**src/rtl/pipe_ctrl_pkg.sv**
```systemverilog
// Shared types and constants for the pipeline stall/flush controller.
package pipe_ctrl_pkg;

  localparam int unsigned PC_W = 32;
  typedef logic [PC_W-1:0] pc_t;

  typedef enum logic [1:0] {
    PCTRL_RUN       = 2'd0,
    PCTRL_MDWAIT    = 2'd1,
    PCTRL_FLUSHWAIT = 2'd2
  } pctrl_state_e;

  // Hold vectors: [0] PC, [1] if_id, [2] id_ex, [3] ex_mem, [4] mem_wb
  localparam logic [4:0] STALL_NONE = 5'b00000;
  localparam logic [4:0] STALL_MEM  = 5'b01111;
  localparam logic [4:0] STALL_EX   = 5'b00111;
  localparam logic [4:0] STALL_ID   = 5'b00011;
  localparam logic [4:0] STALL_IF   = 5'b00001;

endpackage

```
**src/rtl/pipe_ctrl_if.sv**
```systemverilog
// Stall requests in, hold/bubble/redirect controls and counters out.
interface pipe_ctrl_if #(parameter int unsigned CNT_W = 32);
  import pipe_ctrl_pkg::*;

  logic             if_req_stall;
  logic             id_load_use;
  logic             ex_md_start;
  logic             ex_md_done;
  logic             ex_redirect;
  pc_t              ex_redirect_pc;
  logic             mem_req_stall;
  logic [4:0]       stall_ctrl;
  logic             if_id_flush;
  logic             id_ex_bubble;
  logic             ex_mem_bubble;
  logic             mem_wb_bubble;
  logic             pc_redirect_valid;
  pc_t              pc_redirect_pc;
  logic [CNT_W-1:0] stall_cycles;
  logic [CNT_W-1:0] redirect_cnt;

  modport master (
    input  if_req_stall, id_load_use, ex_md_start, ex_md_done,
           ex_redirect, ex_redirect_pc, mem_req_stall,
    output stall_ctrl, if_id_flush, id_ex_bubble, ex_mem_bubble,
           mem_wb_bubble, pc_redirect_valid, pc_redirect_pc,
           stall_cycles, redirect_cnt
  );

  modport slave (
    output if_req_stall, id_load_use, ex_md_start, ex_md_done,
           ex_redirect, ex_redirect_pc, mem_req_stall,
    input  stall_ctrl, if_id_flush, id_ex_bubble, ex_mem_bubble,
           mem_wb_bubble, pc_redirect_valid, pc_redirect_pc,
           stall_cycles, redirect_cnt
  );

endinterface

```
**src/rtl/pctrl_perf_cnt.sv**
```systemverilog
// Wrap-around counters of stalled cycles and accepted redirects.
module pctrl_perf_cnt #(
  parameter int unsigned CNT_W = 32
) (
  input  logic             clk,
  input  logic             rst,
  input  logic             i_stall_any,
  input  logic             i_redirect_acc,
  output logic [CNT_W-1:0] o_stall_cycles,
  output logic [CNT_W-1:0] o_redirect_cnt
);

  logic [CNT_W-1:0] r_stall_cycles;
  logic [CNT_W-1:0] r_redirect_cnt;

  always_ff @(posedge clk) begin
    if (rst) begin
      r_stall_cycles <= '0;
      r_redirect_cnt <= '0;
    end else begin
      if (i_stall_any)    r_stall_cycles <= r_stall_cycles + CNT_W'(1);
      if (i_redirect_acc) r_redirect_cnt <= r_redirect_cnt + CNT_W'(1);
    end
  end

  assign o_stall_cycles = r_stall_cycles;
  assign o_redirect_cnt = r_redirect_cnt;

endmodule

```
**src/rtl/pipe_ctrl.sv**
```systemverilog
// Pipeline stall/flush controller: priority mux plus mul/div and wrong-path FSM.
module pipe_ctrl
  import pipe_ctrl_pkg::*;
#(
  parameter int unsigned CNT_W = 32
) (
  input  logic          clk,
  input  logic          rst,
  pipe_ctrl_if.master   bus
);

  pctrl_state_e r_state;
  pctrl_state_e w_next;
  logic [4:0]   w_stall;
  logic         w_flush;
  logic         w_idex_bubble;
  logic         w_exmem_bubble;
  logic         w_memwb_bubble;
  logic         w_redirect_acc;
  logic         w_stall_any;
  logic [CNT_W-1:0] w_stall_cycles;
  logic [CNT_W-1:0] w_redirect_cnt;

  always_ff @(posedge clk) begin
    if (rst) r_state <= PCTRL_RUN;
    else     r_state <= w_next;
  end

  always_comb begin
    w_next         = r_state;
    w_stall        = STALL_NONE;
    w_flush        = 1'b0;
    w_idex_bubble  = 1'b0;
    w_exmem_bubble = 1'b0;
    w_memwb_bubble = 1'b0;
    w_redirect_acc = 1'b0;
    if (!rst) begin
      if (bus.mem_req_stall) begin
        // MEM stall freezes the FSM; only the wrong-path wait may still retire
        w_stall        = STALL_MEM;
        w_memwb_bubble = 1'b1;
        if (r_state == PCTRL_FLUSHWAIT) begin
          w_flush = 1'b1;
          if (!bus.if_req_stall) w_next = PCTRL_RUN;
        end
      end else if (r_state == PCTRL_FLUSHWAIT) begin
        w_flush = 1'b1;
        if (bus.id_load_use) begin
          w_stall       = STALL_ID;
          w_idex_bubble = 1'b1;
        end else begin
          w_stall = STALL_IF;
        end
        if (!bus.if_req_stall) w_next = PCTRL_RUN;
      end else if ((r_state == PCTRL_MDWAIT && !bus.ex_md_done) ||
                   (r_state == PCTRL_RUN && bus.ex_md_start && !bus.ex_md_done)) begin
        w_stall        = STALL_EX;
        w_exmem_bubble = 1'b1;
        w_next         = PCTRL_MDWAIT;
      end else begin
        // Divider completion falls through to the lower-priority rules
        if (r_state == PCTRL_MDWAIT) w_next = PCTRL_RUN;
        if (bus.ex_redirect && r_state == PCTRL_RUN) begin
          w_redirect_acc = 1'b1;
          w_flush        = 1'b1;
          w_idex_bubble  = 1'b1;
          if (bus.if_req_stall) w_next = PCTRL_FLUSHWAIT;
        end else if (bus.id_load_use) begin
          w_stall       = STALL_ID;
          w_idex_bubble = 1'b1;
        end else if (bus.if_req_stall) begin
          w_stall = STALL_IF;
          w_flush = 1'b1;
        end
      end
    end
  end

  assign w_stall_any = |w_stall;

  pctrl_perf_cnt #(.CNT_W(CNT_W)) u_perf_cnt (
    .clk            (clk),
    .rst            (rst),
    .i_stall_any    (w_stall_any),
    .i_redirect_acc (w_redirect_acc),
    .o_stall_cycles (w_stall_cycles),
    .o_redirect_cnt (w_redirect_cnt)
  );

  assign bus.stall_ctrl        = w_stall;
  assign bus.if_id_flush       = w_flush;
  assign bus.id_ex_bubble      = w_idex_bubble;
  assign bus.ex_mem_bubble     = w_exmem_bubble;
  assign bus.mem_wb_bubble     = w_memwb_bubble;
  assign bus.pc_redirect_valid = w_redirect_acc;
  assign bus.pc_redirect_pc    = w_redirect_acc ? bus.ex_redirect_pc : '0;
  assign bus.stall_cycles      = w_stall_cycles;
  assign bus.redirect_cnt      = w_redirect_cnt;

endmodule

```
**src/flat_wrapper.sv**
```systemverilog
// flat-port wrapper written by rule: the top's interface ports become plain ports
module pipe_ctrl_flat import pipe_ctrl_pkg::*;
#(
  parameter int unsigned CNT_W = 32
)
  (clk, rst, bus_if_req_stall, bus_id_load_use, bus_ex_md_start, bus_ex_md_done, bus_ex_redirect, bus_ex_redirect_pc, bus_mem_req_stall, bus_stall_ctrl, bus_if_id_flush, bus_id_ex_bubble, bus_ex_mem_bubble, bus_mem_wb_bubble, bus_pc_redirect_valid, bus_pc_redirect_pc, bus_stall_cycles, bus_redirect_cnt);
  pipe_ctrl_if #(.CNT_W(CNT_W)) bus_i ();
  input  logic clk;
  input  logic rst;
  input wire logic [$bits(bus_i.if_req_stall)-1:0] bus_if_req_stall;
  input wire logic [$bits(bus_i.id_load_use)-1:0] bus_id_load_use;
  input wire logic [$bits(bus_i.ex_md_start)-1:0] bus_ex_md_start;
  input wire logic [$bits(bus_i.ex_md_done)-1:0] bus_ex_md_done;
  input wire logic [$bits(bus_i.ex_redirect)-1:0] bus_ex_redirect;
  input wire logic [$bits(bus_i.ex_redirect_pc)-1:0] bus_ex_redirect_pc;
  input wire logic [$bits(bus_i.mem_req_stall)-1:0] bus_mem_req_stall;
  output wire logic [$bits(bus_i.stall_ctrl)-1:0] bus_stall_ctrl;
  output wire logic [$bits(bus_i.if_id_flush)-1:0] bus_if_id_flush;
  output wire logic [$bits(bus_i.id_ex_bubble)-1:0] bus_id_ex_bubble;
  output wire logic [$bits(bus_i.ex_mem_bubble)-1:0] bus_ex_mem_bubble;
  output wire logic [$bits(bus_i.mem_wb_bubble)-1:0] bus_mem_wb_bubble;
  output wire logic [$bits(bus_i.pc_redirect_valid)-1:0] bus_pc_redirect_valid;
  output wire logic [$bits(bus_i.pc_redirect_pc)-1:0] bus_pc_redirect_pc;
  output wire logic [$bits(bus_i.stall_cycles)-1:0] bus_stall_cycles;
  output wire logic [$bits(bus_i.redirect_cnt)-1:0] bus_redirect_cnt;
  assign bus_i.if_req_stall = bus_if_req_stall;
  assign bus_i.id_load_use = bus_id_load_use;
  assign bus_i.ex_md_start = bus_ex_md_start;
  assign bus_i.ex_md_done = bus_ex_md_done;
  assign bus_i.ex_redirect = bus_ex_redirect;
  assign bus_i.ex_redirect_pc = bus_ex_redirect_pc;
  assign bus_i.mem_req_stall = bus_mem_req_stall;
  assign bus_stall_ctrl = bus_i.stall_ctrl;
  assign bus_if_id_flush = bus_i.if_id_flush;
  assign bus_id_ex_bubble = bus_i.id_ex_bubble;
  assign bus_ex_mem_bubble = bus_i.ex_mem_bubble;
  assign bus_mem_wb_bubble = bus_i.mem_wb_bubble;
  assign bus_pc_redirect_valid = bus_i.pc_redirect_valid;
  assign bus_pc_redirect_pc = bus_i.pc_redirect_pc;
  assign bus_stall_cycles = bus_i.stall_cycles;
  assign bus_redirect_cnt = bus_i.redirect_cnt;
  pipe_ctrl #(.CNT_W(CNT_W)) u_core (.clk(clk), .rst(rst), .bus(bus_i));
endmodule
```
**config.mk**
```make
export PLATFORM = sky130hd
export DESIGN_NAME = pipe_ctrl_flat
export DESIGN_NICKNAME = d
export VERILOG_FILES = /design/src/rtl/pipe_ctrl_pkg.sv /design/src/rtl/pipe_ctrl_if.sv /design/src/rtl/pctrl_perf_cnt.sv /design/src/rtl/pipe_ctrl.sv /design/src/flat_wrapper.sv
export SDC_FILE = /design/constraint.sdc
export NUM_CORES = 1
export LEC_CHECK = 0
export CAP_MARGIN = 20
export CORE_UTILIZATION = 43
export DETAILED_ROUTE_END_ITERATION = 8
export GPL_TIMING_DRIVEN = 0
export PLACE_DENSITY = 0.81
export SETUP_SLACK_MARGIN = 0.2
export SLEW_MARGIN = 40
export SYNTH_ARGS = -nofsm -noshare
export SYNTH_HDL_FRONTEND = slang
export SYNTH_SLANG_ARGS = --single-unit
```
**constraint.sdc**
```tcl
create_clock -name clk -period 2.7 [get_ports clk]
set_input_delay 0.675 -clock clk [delete_from_list [all_inputs] [get_ports clk]]
set_output_delay 0.675 -clock clk [all_outputs]
set_load 0.03 [all_outputs]
```
==> impl_metrics.env, run 1 <==
export IMPL_place_detailed_hpwl_um=7650
export IMPL_overflow=0
export IMPL_wl_met2_um=5600
export IMPL_layout_common_cells="clkdlybuf4s50_1, dfxtp_1, nor2_1"
export IMPL_synthSimpleGateAreaFrac=0.344
export IMPL_antenna_found_initial=0
export IMPL_fp_dieW_um=91.1
export IMPL_synthXorXnorAreaFrac=0.0846
export IMPL_synth_top_area_frac=0.387
export IMPL_synth_seq_cells=66
export IMPL_start_util=0.444
export IMPL_tightest_slew_ns=0.703
export IMPL_status="finished with violations"
export IMPL_core_area_mm2=0.00769
export IMPL_min_path_cells=1
export IMPL_synthArstFlopShare=0
export IMPL_ant_nets=0
export IMPL_wl_met3_um=821
export IMPL_timing_final_crit_share=1.02
export IMPL_first_iter_violations=223
export IMPL_finalPower_mw=2.16
export IMPL_clk_latency_ns=0.34
export IMPL_place_congestion=0.831
export IMPL_hold_end="u_core.u_perf_cnt.o_stall_cycles[31]"
export IMPL_cts_made_buffers=9
export IMPL_synth_nets=462
export IMPL_required_ns=2.03
export IMPL_dieArea_mm2=0.00830
export IMPL_irDropWorstVdd_mv=0.296
export IMPL_maxSlewViolCount=0
export IMPL_start_kind="primary input"
export IMPL_boundaryPins=146
export IMPL_pre_cts_ws_ns=-1.32
export IMPL_synth_top_family_by_area="simple AND/OR/NAND/NOR gates"
export IMPL_syn_area_mm2=0.00341
export IMPL_grtUsageTotal=0.267
export IMPL_fin_crit_ns=2.74
export IMPL_cts_tree="yes"
export IMPL_min_path_type="flip-flop to flip-flop"
export IMPL_rsz0062_at_grt="yes"
export IMPL_clock_fmax_mhz=365
export IMPL_setup_slack_ns=-0.0428
export IMPL_synth_warnings=0
export IMPL_cts_max_level=3
export IMPL_multiInputGateArea_mm2=0.00209
export IMPL_yosys_area_top_type="dfxtp_1"
export IMPL_setup_viol=12
export IMPL_wl_met1_um=4400
export IMPL_final_common_cell="clkdlybuf4s50_1"
export IMPL_rr_worst_depth=14
export IMPL_criticalPathCategory="primary input to output port"
export IMPL_clk_pin_slew_worst_paths_ns=0.07
export IMPL_nNetsFinal=644
export IMPL_drive_above_1_share=0.241
export IMPL_muxShareOfSynthArea=0.00586
export IMPL_grt_max_degree=11
export IMPL_wl_um=11200
export IMPL_ys_flop_type="dfxtp_1"
export IMPL_ys_seq_area_frac=0.387
export IMPL_rows=32
export IMPL_reg2reg_to="u_core.u_perf_cnt.o_stall_cycles[2]"
export IMPL_cts_root_buffer="clkbuf_8"
export IMPL_hold_viol=0
export IMPL_cp_data_arrival_time_ns=2.07
export IMPL_cts_hold_buf=0
export IMPL_die_y_um=91.1
export IMPL_synth_compound_area_frac=0.131
export IMPL_grt_pass1_wl_um=17800
export IMPL_p_per_area_mw_per_mm2=384
export IMPL_synth_adder_area_share=0.00733
export IMPL_diodes=0
export IMPL_dr_total_vias=3917
export IMPL_violations="setup timing"
export IMPL_r2r_slack_ns=0.25
export IMPL_syn_area_per_cell_um2=8.13
export IMPL_clockBufferDepth=2
export IMPL_grt_pass1_vias=3728
export IMPL_power_leakage_nw=2.09
export IMPL_vias_per_cell=5.52
export IMPL_ys_types=43
export IMPL_max_slew_margin_rel=0.527
export IMPL_fin_skew_ns=0.0122
export IMPL_portBuffers=143
export IMPL_drv_cap=0
export IMPL_dr_pass1_iters=5
export IMPL_clkSinkCount=66
export IMPL_synth_edf_count=0
export IMPL_cp_max_fo=6
export IMPL_syn_to_final_growth_pct=64.4
export IMPL_holdCritStartpoint="u_core.u_perf_cnt.o_stall_cycles[31]"
export IMPL_regArea_mm2=0.00132
export IMPL_num_fill_cells=567
export IMPL_wl_per_cell_um=15.8
export IMPL_synth_area_leaders="dfxtp_1, and2_1, xor2_1"
export IMPL_dr_max_layer_used="met4"
export IMPL_drc=0
export IMPL_rr_startpoint="u_core.r_state[0]"
export IMPL_netlist_instances=420
export IMPL_crit_path_end_kind="output port"
-- synthesized netlist by cell type (all sizes together) (2+ instances only) --
cell and number:
dfxtp 66, nor2 44, and2 37, a21oi 33
nand3 28, nand2 25, xor2 25, o21ai 22
nand4 18, or3 17, clkbuf 13, and3 12
inv 9, buf 8, xnor2 8, o31ai 7
or4 7, and4 6, nor3 6, a211oi 3
nor2b 3, a2111oi 2, ha 2, mux2i 2
nand2b 2, o2111ai 2, o21a 2
-- logic make-up (layout without fill, tap and decap cells) --
group           Yosys count  in the layout
simple gates            210            210
compound gates           76             76
flops                    66             66
xor+xnor                 33             33
buf+inv                  30            217
fa+ha+maj                 2              2
mux                       2              2
other cells               1              1
-- repair_timing --
action,CTS,global route
endpoints found under the setup margin,54,40
gates resized for setup,311,19
pin swaps,20,8
buffers inserted,21,4
gates cloned,3,0
-- worst max path at each step --
stage	startpoint	slack, ns	to	depth (start not counted)
floorplan	bus_mem_req_stall	0.07	bus_pc_redirect_pc[10]	4
global placement	bus_mem_req_stall	-1.26	bus_pc_redirect_pc[8]	6
detailed placement	bus_mem_req_stall	-1.32	bus_pc_redirect_pc[8]	6
CTS	bus_mem_req_stall	-0.14	bus_pc_redirect_pc[28]	8
global route	u_core.r_state[1]	-0.1	bus_pc_redirect_pc[22]	7
finish	bus_mem_req_stall	-0.04	bus_pc_redirect_pc[30]	8
-- worst max-delay path, cell delays in order --
cell and delay (ns):
buf_8 0.10, or4b_4 0.50, nor3_4 0.17, buf_12 0.15, buf_8 0.11, buf_8 0.10
and2_4 0.14, buf_6 0.12
-- cell type report --
class,count,area share
repair buffers,171,0.301
well taps,102,0.0227
clock inverters,2,0.00624
multi-input cells,324,0.372
flip-flops and latches,66,0.236
clock buffers,14,0.0290
plain buffers,21,0.0270
inverters,9,0.00669
-- per-layer routing --
layer / GRT usage / vias up
met5: 0 / -
met3: 0.0653 / 29
met4: 0.134 / 0
met1: 0.300 / 1840
li1: - / 1857
met2: 0.470 / 191
-- state kept, by name, indices dropped and copies added (netlist names) --
| register | cells |
|---|---|
| u_core.u_perf_cnt.o_redirect_cnt | 32 |
| u_core.u_perf_cnt.o_stall_cycles | 32 |
| u_core.r_state | 2 |
-- report_power, final --
part | leakage, nW | total [mW] | internal, mW | switching, mW
Combinational | 1.46 | 0.327 | 0.167 | 0.160
Sequential | 0.532 | 0.989 | 0.979 | 0.0101
Clock | 0.101 | 0.841 | 0.477 | 0.364
Total | 2.09 | 2.16 | 1.62 | 0.534
-- per-stage QoR --
stage	setup TNS (ns)	cells	util	hold WS (ns)	area, µm²
final	-0.375	709	0.730	0.485	5610
after global routing	-1.72	709	0.730	0.506	5610
after CTS	-2.63	705	0.723	0.487	5560
after detailed placement	-51.70	665	0.656	0.479	5040
after global placement	-47.97	665	0.656	0.470	5040
after floorplan	0	420	-	0.512	3480
No activity file was read; power rests on OpenSTA's default activity.
==> run 2: changes to the inputs <==
CORE_UTILIZATION = 46   (was 43)
PLACE_DENSITY = 0.86   (was 0.81)
clock period = 3.27 ns   (was 2.7 ns; I/O delays follow)
==> run 2 against run 1 <==
  * The flow now finishes without violations
  * Design area shrank 2.5%
  * Sequential share of layout area grew 0.59 points
  * Clock power shrank 16%
  * Worst hold slack lost 0.0092 ns
  * Sequential cell count is the same
  * Via count shrank 0.84%
  * First-iteration DRC count grew 7.2%
  * Clock skew shrank 0.0031 ns
  * Clock-buffer cell count is the same
  * Utilization grew 2.8 points
  * Sequential power shrank 17%
  * Critical path type unchanged
  * Largest cell class unchanged
  * Highest routed layer unchanged
==> impl_metrics.env, run 2 (synthesized netlist as in run 1, its figures left out) <==
export IMPL_portBuffers=143
export IMPL_drv_cap=0
export IMPL_fin_crit_ns=3.04
export IMPL_cp_cell_sequence="buf_8 > or4b_4 > nor3_4 > buf_6 > buf_8 > and2_4 > buf_6"
export IMPL_cp_data_arrival_time_ns=2.23
export IMPL_drc=0
export IMPL_fin_skew_ns=0.00910
export IMPL_layout_common_cells="clkdlybuf4s50_1, dfxtp_1, nor2_1"
export IMPL_grt_pass1_vias=3484
export IMPL_max_slew_margin_rel=0.527
export IMPL_rsz0062_at_grt="yes"
export IMPL_fin_util=0.758
export IMPL_status="finished, final reports clean"
export IMPL_drive_above_1_share=0.191
export IMPL_wl_um=11700
export IMPL_grt_busiest_layer="met2"
export IMPL_antenna_found_initial=0
export IMPL_clk_pin_slew_worst_paths_ns=0.07
export IMPL_diodes=0
export IMPL_tightest_slew_ns=0.705
export IMPL_first_iter_violations=239
export IMPL_boundaryPins=146
export IMPL_power_leakage_nw=2.03
export IMPL_p_int_mw=1.32
export IMPL_switchingPower_mw=0.446
export IMPL_swShare=0.252
export IMPL_crit_path_end_kind="output port"
export IMPL_min_path_type="flip-flop to flip-flop"
export IMPL_cts_hold_buf=0
export IMPL_met3_usage=0.0679
export IMPL_fin_cells=692
export IMPL_dr_pass1_iters=5
export IMPL_cts_root_buffer="clkbuf_8"
export IMPL_cp_max_fo=5
export IMPL_overflow=0
export IMPL_p_seq_frac=0.461
export IMPL_p_per_area_mw_per_mm2=324
export IMPL_start_util=0.473
export IMPL_clk_latency_ns=0.35
export IMPL_power_frac_clock=0.398
export IMPL_timing_critical_path_max_delay_family="simple AND/OR/NAND/NOR gates"
export IMPL_cts_max_level=3
export IMPL_grt_max_degree=11
export IMPL_placed_cell_area_mm2=0.00498
export IMPL_start_kind="primary input"
export IMPL_met2_usage=0.531
export IMPL_nNetsFinal=630
export IMPL_place_congestion=0.852
export IMPL_cts_tree="yes"
export IMPL_final_common_cell="clkdlybuf4s50_1"
export IMPL_irDropWorstVdd_mv=0.237
export IMPL_die_y_um=88.2
export IMPL_postLayoutCellArea_mm2=0.00547
export IMPL_p_comb_frac=0.141
export IMPL_fin_setup_tns_ns=0
export IMPL_grtUsageTotal=0.289
export IMPL_maxSlewViolCount=0
export IMPL_ant_nets=0
export IMPL_clockBufferDepth=2
export IMPL_path_buf_inv=4
export IMPL_clkSinkCount=66
export IMPL_clock_fmax_mhz=329
export IMPL_core_area_mm2=0.00721
export IMPL_fp_dieW_um=88.2
export IMPL_setup_slack_ns=0.227
export IMPL_dp_cells=662
export IMPL_rows=31
export IMPL_max_stage_delay_ns=0.55
export IMPL_required_ns=2.45
export IMPL_wl_per_cell_um=16.9
export IMPL_pre_cts_ws_ns=-0.951
export IMPL_place_detailed_hpwl_um=7800
export IMPL_dr_total_vias=3884
export IMPL_critPathSlowestCell="or4b_4"
export IMPL_vias_per_cell=5.61
export IMPL_syn_to_final_growth_pct=60.2
export IMPL_dieArea_mm2=0.00777
export IMPL_grt_util_met1=0.318
export IMPL_cts_made_buffers=9
export IMPL_criticalPathCategory="primary input to output port"
export IMPL_grt_pass1_wl_um=17200
export IMPL_hold_viol=0
export IMPL_timing_final_crit_share=0.931
export IMPL_setup_viol=0
-- run 2: path summary, 6_finish.rpt --
check                                            start  slack [ns]  cells past startpoint                              endpoint
hold reg to reg   u_core.u_perf_cnt.o_stall_cycles[31]        0.48                      1  u_core.u_perf_cnt.o_stall_cycles[31]
setup reg to reg   u_core.u_perf_cnt.o_redirect_cnt[2]        0.97                      6  u_core.u_perf_cnt.o_redirect_cnt[25]
hold / removal    u_core.u_perf_cnt.o_stall_cycles[31]        0.48                      1  u_core.u_perf_cnt.o_stall_cycles[31]
setup / recovery                     bus_mem_req_stall        0.23                      7                bus_pc_redirect_pc[19]
-- run 2: repair_timing --
| action | in CTS | in global routing |
|---|---|---|
| endpoints found under the setup margin | 41 | 35 |
| hold endpoints to repair | 0 | 0 |
| setup buffers | 11 | 1 |
| gates cloned | 2 | 0 |
| resized for setup | 281 | 24 |
| pin swaps | 6 | 3 |
-- run 2: metrics by stage --
| stage | power, mW | hold WS, ns |
|---|---|---|
| after global routing | 1.82 | 0.492 |
| after detailed placement | 1.04 | 0.474 |
| final | 1.77 | 0.476 |
| after global placement | 1.04 | 0.463 |
| after floorplan | 0.937 | 0.512 |
| after CTS | 1.76 | 0.478 |
-- run 2: worst register-to-register path, cell delays in order (launching register included) --
cell	delay (ns)
dfxtp_1	0.47
nand4_1	0.23
nor3_2	0.65
clkbuf_1	0.43
nand4_1	0.17
xor2_1	0.18
nor2_1	0.05
-- run 2: final cells by class --
cell class	instances	area, µm²
buffer	21	145
clock buffer	14	163
clock inverter	2	35.0
fill	529	1740
inverter	9	37.5
multi-input combinational	324	2060
sequential	66	1320
tap	99	124
timing repair buffer	157	1580
-- run 2: metal layers --
metal / up-vias / routed length (µm)
met5: - / 0
met4: 0 / 281
met3: 27 / 964
met2: 202 / 6030
met1: 1826 / 4410
li1: 1829 / -
-- run 2: power by group through the flow --
stage	Sequential, mW	Combinational, mW	Clock [mW]
floorplan	0.840	0.0974	0
global placement	0.834	0.204	0
detailed placement	0.834	0.207	0
CTS	0.816	0.238	0.702
global route	0.816	0.263	0.744
finish	0.816	0.250	0.704
==> run 3: changes to the inputs <==
CORE_MARGIN = 2   (was default)
HOLD_SLACK_MARGIN = 0.12   (was default)
==> run 3 against run 2 <==
  * Design area down 0.66%
  * Wire length down 6.3%
  * Sequential share of layout area up 0.16 points
  * Critical path depth up 2
  * Worst hold slack better by 0.0097 ns
  * Worst setup slack worse by 0.042 ns
  * Utilization down 0.50 points
  * Clock power down 0.7%
  * Power down 0.81%
  * Clock skew about the same
==> impl_metrics.env, run 3 (synthesized netlist as in run 1, its figures left out) <==
export IMPL_dp_cells=662
export IMPL_fin_cells=694
export IMPL_status="finished, final reports clean"
export IMPL_rr_worst_depth=7
export IMPL_rsz0062_at_grt="yes"
export IMPL_whs_ns=0.486
export IMPL_grt_pass1_vias=3744
export IMPL_rr_startpoint="u_core.r_state[0]"
export IMPL_met2_usage=0.457
export IMPL_ant_nets=0
export IMPL_fin_skew_ns=0.00920
export IMPL_rows=31
export IMPL_clkSinkCount=66
export IMPL_cp_data_arrival_time_ns=2.27
export IMPL_p_int_mw=1.32
export IMPL_clk_latency_ns=0.35
export IMPL_grt_util_met1=0.324
export IMPL_min_path_cells=1
export IMPL_grtUsageTotal=0.270
export IMPL_nNetsFinal=631
export IMPL_dr_total_vias=3842
export IMPL_start_util=0.473
export IMPL_fin_crit_ns=3.08
export IMPL_wl_um=10900
export IMPL_cts_max_level=3
export IMPL_met3_usage=0.0604
export IMPL_grt_pass1_wl_um=18100
export IMPL_clockBufferDepth=2
export IMPL_required_ns=2.45
export IMPL_overflow=0
export IMPL_max_slew_margin_rel=0.555
export IMPL_cts_hold_buf=0
export IMPL_p_comb_frac=0.138
export IMPL_maxSlewViolCount=0
export IMPL_grt_busiest_layer="met2"
export IMPL_min_path_type="flip-flop to flip-flop"
export IMPL_wl_per_cell_um=15.8
export IMPL_final_common_cell="clkdlybuf4s50_1"
export IMPL_switchingPower_mw=0.436
export IMPL_hold_end="u_core.u_perf_cnt.o_stall_cycles[31]"
export IMPL_criticalPathCategory="primary input to output port"
export IMPL_fin_setup_tns_ns=0
export IMPL_first_iter_violations=292
export IMPL_cts_tree="yes"
export IMPL_setup_viol=0
export IMPL_finalPower_mw=1.76
export IMPL_start_kind="primary input"
export IMPL_holdCritStartpoint="u_core.u_perf_cnt.o_stall_cycles[31]"
export IMPL_timing_final_crit_share=0.943
export IMPL_vias_per_cell=5.54
export IMPL_r2r_slack_ns=1.04
export IMPL_cts_root_buffer="clkbuf_8"
export IMPL_layout_common_cells="clkdlybuf4s50_1, dfxtp_1, nor2_1"
export IMPL_hold_viol=0
export IMPL_max_stage_delay_ns=0.26
export IMPL_boundaryPins=146
export IMPL_dieArea_mm2=0.00813
export IMPL_syn_to_final_growth_pct=59.1
export IMPL_drc=0
export IMPL_power_frac_clock=0.398
export IMPL_critPathSlowestCell="dlygate4sd2_1"
export IMPL_grt_max_degree=11
export IMPL_die_y_um=90.2
export IMPL_reg2reg_to="u_core.u_perf_cnt.o_redirect_cnt[24]"
export IMPL_p_per_area_mw_per_mm2=323
export IMPL_place_detailed_hpwl_um=8010
export IMPL_core_area_mm2=0.00721
export IMPL_cp_cell_sequence="dlygate4sd2_1 > o21ba_2 > buf_6 > nor3_4 > buf_6 > buf_6 > clkbuf_8 > and2_4 > buf_6"
export IMPL_drive_above_1_share=0.190
export IMPL_clk_pin_slew_worst_paths_ns=0.07
export IMPL_irDropWorstVdd_mv=0.250
export IMPL_cts_made_buffers=9
export IMPL_swShare=0.248
export IMPL_drv_cap=0
export IMPL_place_congestion=0.867
export IMPL_portBuffers=143
export IMPL_p_seq_frac=0.464
export IMPL_cp_max_fo=6
export IMPL_power_leakage_nw=2.02
export IMPL_crit_path_frequent_cell="buf_6"
export IMPL_clock_fmax_mhz=324
export IMPL_fp_dieW_um=90.2
export IMPL_antenna_found_initial=1
export IMPL_tightest_slew_ns=0.662
export IMPL_dr_pass1_iters=4
export IMPL_crit_path_end_kind="output port"
==> run 3: power groups by stage <==
stage	Clock, mW	Sequential, mW	Combinational, mW
floorplan	0	0.840	0.0974
global placement	0	0.834	0.204
detailed placement	0	0.834	0.207
CTS	0.698	0.816	0.234
global route	0.736	0.816	0.256
finish	0.699	0.816	0.242
==> run 3: timing repair <==
| item | 4_1_cts | 5_1_grt |
|---|---|---|
| endpoints found under the hold margin | 0 | 0 |
| pin swaps | 17 | 1 |
| buffers inserted | 9 | 3 |
| endpoints found under the setup margin | 41 | 37 |
| gates cloned | 2 | 1 |
| gates resized for setup | 275 | 25 |
==> run 3: layout make-up <==
type	instances	area, µm²
clock buffer	14	163
multi-input combinational	324	2050
buffer	21	141
inverter	9	37.5
tap	99	124
clock inverter	2	35.0
sequential	66	1320
timing repair buffer	158	1560
antenna	1	2.50
fill	545	1780
==> run 3: per-layer routing <==
metal	wire, µm	part of all wire
met5	0	0
met4	250	0.023
met3	707	0.065
met2	5560	0.51
met1	4430	0.40
==> run 3: critical path: cells and delay by family <==
kind / cells / cell delay (ns)
simple gates: 2 / 0.35
buf+inv: 6 / 0.88
compound gates: 1 / 0.21
==> run 3: worst max path at each step <==
stage	from	end	slack [ns]	cells past startpoint
finish	bus_ex_md_start	bus_pc_redirect_pc[30]	0.19	9
global route	bus_ex_md_start	bus_pc_redirect_pc[30]	0.12	9
CTS	bus_mem_req_stall	bus_pc_redirect_pc[29]	0.15	7
detailed placement	bus_mem_req_stall	bus_pc_redirect_pc[7]	-0.97	6
global placement	bus_mem_req_stall	bus_pc_redirect_pc[7]	-0.92	6
floorplan	bus_ex_md_start	bus_if_id_flush	0.22	5
==> run 3: through the flow <==
stage | util | cell area [µm²] | worst slack (ns)
after floorplan | - | 3420 | 0.223
after global placement | 0.690 | 4980 | -0.918
after detailed placement | 0.690 | 4980 | -0.971
after CTS | 0.741 | 5350 | 0.150
after global routing | 0.753 | 5430 | 0.123
final | 0.753 | 5430 | 0.185
